`config.mk`:
```
export PLATFORM = sky130hd
export DESIGN_NAME = crc32_step_d8
export DESIGN_NICKNAME = d
export VERILOG_FILES = /design/src/rtl/eth_pkg.sv /design/src/rtl/crc32_step_d8.sv
export SDC_FILE = /design/constraint.sdc
export NUM_CORES = 1
export LEC_CHECK = 0
export CORE_MARGIN = 8
export CORE_UTILIZATION = 36
export DETAILED_ROUTE_END_ITERATION = 12
export PLACE_DENSITY = 0.84
export RECOVER_POWER = 50
export SYNTH_ARGS = -nofsm -noshare
export SYNTH_HDL_FRONTEND = slang
export SYNTH_SLANG_ARGS = --single-unit
```
`constraint.sdc`:
```
create_clock -name vclk -period 5.8
set_input_delay 1.45 -clock vclk [all_inputs]
set_output_delay 1.45 -clock vclk [all_outputs]
set_load 0.01 [all_outputs]
```
`src/rtl/eth_pkg.sv`:
```
// rtl/eth_pkg.sv - shared Ethernet byte type, framing constants and receive FSM states
package eth_pkg;

  typedef logic [7:0] TypeByte;

  localparam TypeByte     ETH_PREAMBLE  = 8'h55;
  localparam TypeByte     ETH_SFD       = 8'hD5;
  localparam logic [31:0] CRC32_POLY    = 32'hEDB88320;
  localparam logic [31:0] CRC32_INIT    = 32'hFFFFFFFF;
  localparam logic [31:0] CRC32_RESIDUE = 32'hDEBB20E3;

  typedef enum logic [1:0] {
    IDLE,
    PREAMBLE,
    PAYLOAD,
    DROP
  } rx_state_t;

endpackage

```
`src/rtl/crc32_step_d8.sv`:
```
// rtl/crc32_step_d8.sv - one byte of reflected Ethernet CRC32, LSB of the byte first
module crc32_step_d8
  import eth_pkg::*;
(
  input  logic [31:0] crc,
  input  logic [7:0]  data,
  output logic [31:0] next
);

  always_comb begin
    logic [31:0] c;
    c = crc;
    for (int i = 0; i < 8; i++) begin
      c = (c >> 1) ^ (((c[0] ^ data[i]) == 1'b1) ? CRC32_POLY : 32'h0);
    end
    next = c;
  end

endmodule

```
==> impl_results.md <==
- Placed insts: 169
- Post-CTS setup buffers: 0
- Slowest-stage cell, CP: xnor2_1
- CTS Hold Bufs: 0
- Vias/cell: 4.361
- Seq/Total Area, Yosys: 0%
- Num ports: a little over 70
- RSZ-0062 raised after global routing: false
- Synth Warn #: 0
- Register Area: 0 um^2
- CTS resizes: 0
- Mapped Cells: 66
- Post-route cell area: 0.001703 mm^2
- Initial Utilization: a little over a third
- Worst hold path type: in2out
- Final setup vio count: 0
- Most common cell on crit path: clkdlybuf4s50_1
- CP required: 4350 ps
- Fmax: 0.1862 GHz
- Final nets: 180
- Final Slew Violations: 0
- Vias in the first global route: 871
- Critical path class: in2out
- Largest net degree at the start of global routing: 9
- FF+latch count: 0
- Tmin final: around 5400 ps
- Cell Area, Placed: 0.001729 mm^2
- Worst Setup EP: next[25]
- Mapped Nets: 106
- Power per Cell Area: 285.9 mW/mm^2
- Crit path cell chain: clkdlybuf4s50_1 -> xnor2_1 -> xnor3_2 -> xor3_1 -> clkdlybuf4s50_1
- Status: finished clean
- Synth-to-layout area growth: 75.61%
- First-pass GRT wire length: 4015 um
- Die width: 67.90 um
- Core area: 0.002663 mm^2
- Slew headroom: 35.13%
- Post-Route WL: roughly 2600 um
- Worst vdd ir: 0.2388 mV
- Global-route usage over all layers: 11.00%
- Maxcap violations: 0
- PortBufs: 72
- Crit. Startpoint: crc[6]
- Num rows: 19
- Crit end category: output pin
- Multi-input gate area: 939.7 um^2
- WL per Instance: between 15 and 20 um
- Unique masters post-synth: 11
- Number of DRC markers in iteration 0: 13
- P_leak: just over 0.7 nW
- GR Overflow Total: 0
- Hold Slack: 3912 ps
- ANT nets after route: 0
- Diode count: 0
- Initial antenna violation count: 0
- Dpl hpwl: 2348 um
- Vias: 737
- Setup crit start kind: input port
- Mapped cell area: 969.7 um^2
- Worst EP arrival: 3920 ps
- Detailed Routing Iterations Pass 1: 2
- DRC errors left: 0
- Layout clock buffers: 0
- Final hold violation count: 0
- Slew @ Worst Pin: 966.2 ps
- Layout cells sized above 1: 10.14%
- GPL Wtd Cong: 0.7462
- Final Cycle Share: 92.61%
- Die area: 0.004610 mm^2
- Sum Neg Setup Slack: 0 ps
- Die H: 67.90 um
- Critical Path Fanout Max: 7
- CP max stage delay: 780 ps
- Syn_area_per_cell: 14.69 um^2
- Finished Layout Cells: 169
- Filler cells: 228
- Finished Core Util: 63.96%
-- layout by cell type (no fill, tap or decap) --
cell,instances
xor3_4,4
xor3_2,1
xnor2_1,32
xor3_1,2
xnor3_1,8
xnor2_4,5
xor2_2,1
clkdlybuf4s50_1,63
dlygate4sd3_1,9
xor2_1,9
xnor3_2,2
inv_1,1
xnor2_2,1
-- worst max-delay path: cells and delay by family --
kind / cells / cell delay (ps)
XOR/XNOR: 3 / 1570
buffers and inverters: 2 / 900
-- Yosys cell counts, drive strengths merged --
| cell type | count | share of area [%] |
|---|---|---|
| inv | 1 | 0.39 |
| xnor2 | 38 | 47 |
| xnor3 | 10 | 23 |
| xor2 | 10 | 9.8 |
| xor3 | 7 | 19 |
-- final cells by class --
type,count,share of cell area (%)
Inverter,1,0.2204
Multi-Input combinational cell,65,55.18
Tap cell,31,2.278
Timing Repair Buffer,72,42.32
-- logic make-up (layout without fill, tap and decap cells) --
kind of cell | after synthesis | count (layout) | share of synthesized area (%)
xor gates and xnor gates | 65 | 65 | 99.61
buffers and inverters | 1 | 73 | 0.3867
-- how the worst min path moves through the flow --
| stage | from | end | slack (ps) | depth (start not counted) |
|---|---|---|---|---|
| finish | crc[19] | next[11] | 3910 | 3 |
| global route | crc[15] | next[7] | 3930 | 3 |
| CTS | crc[19] | next[11] | 3920 | 3 |
| floorplan | crc[15] | next[7] | 2980 | 1 |
| detailed placement | crc[19] | next[11] | 3920 | 3 |
| global placement | crc[19] | next[11] | 3910 | 3 |
-- stage by stage --
step	power, mW	setup WS, ps
floorplan	0.2599	1663
finish	0.4869	428.6
CTS	0.5059	569.9
global placement	0.4967	624.1
detailed placement	0.5015	570.9
global route	0.5154	302.0
-- layer usage --
layer  vias to the layer above  part of all wire (%)  global-route usage, %
met2                        44                    51                  21.42
met4                         0                     0                      0
li1                        358                     -                      -
met5                         -                     0                      0
met1                       335                    36                  11.38
met3                         0                    13                  4.583
-- where the power goes --
group	switching, mW	internal (mW)	total (mW)
Clock	0	0	0
Combinational	0.177	0.309	0.487
Sequential	0	0	0
Total	0.177	0.309	0.487
Power figures use the tool's default switching activity.
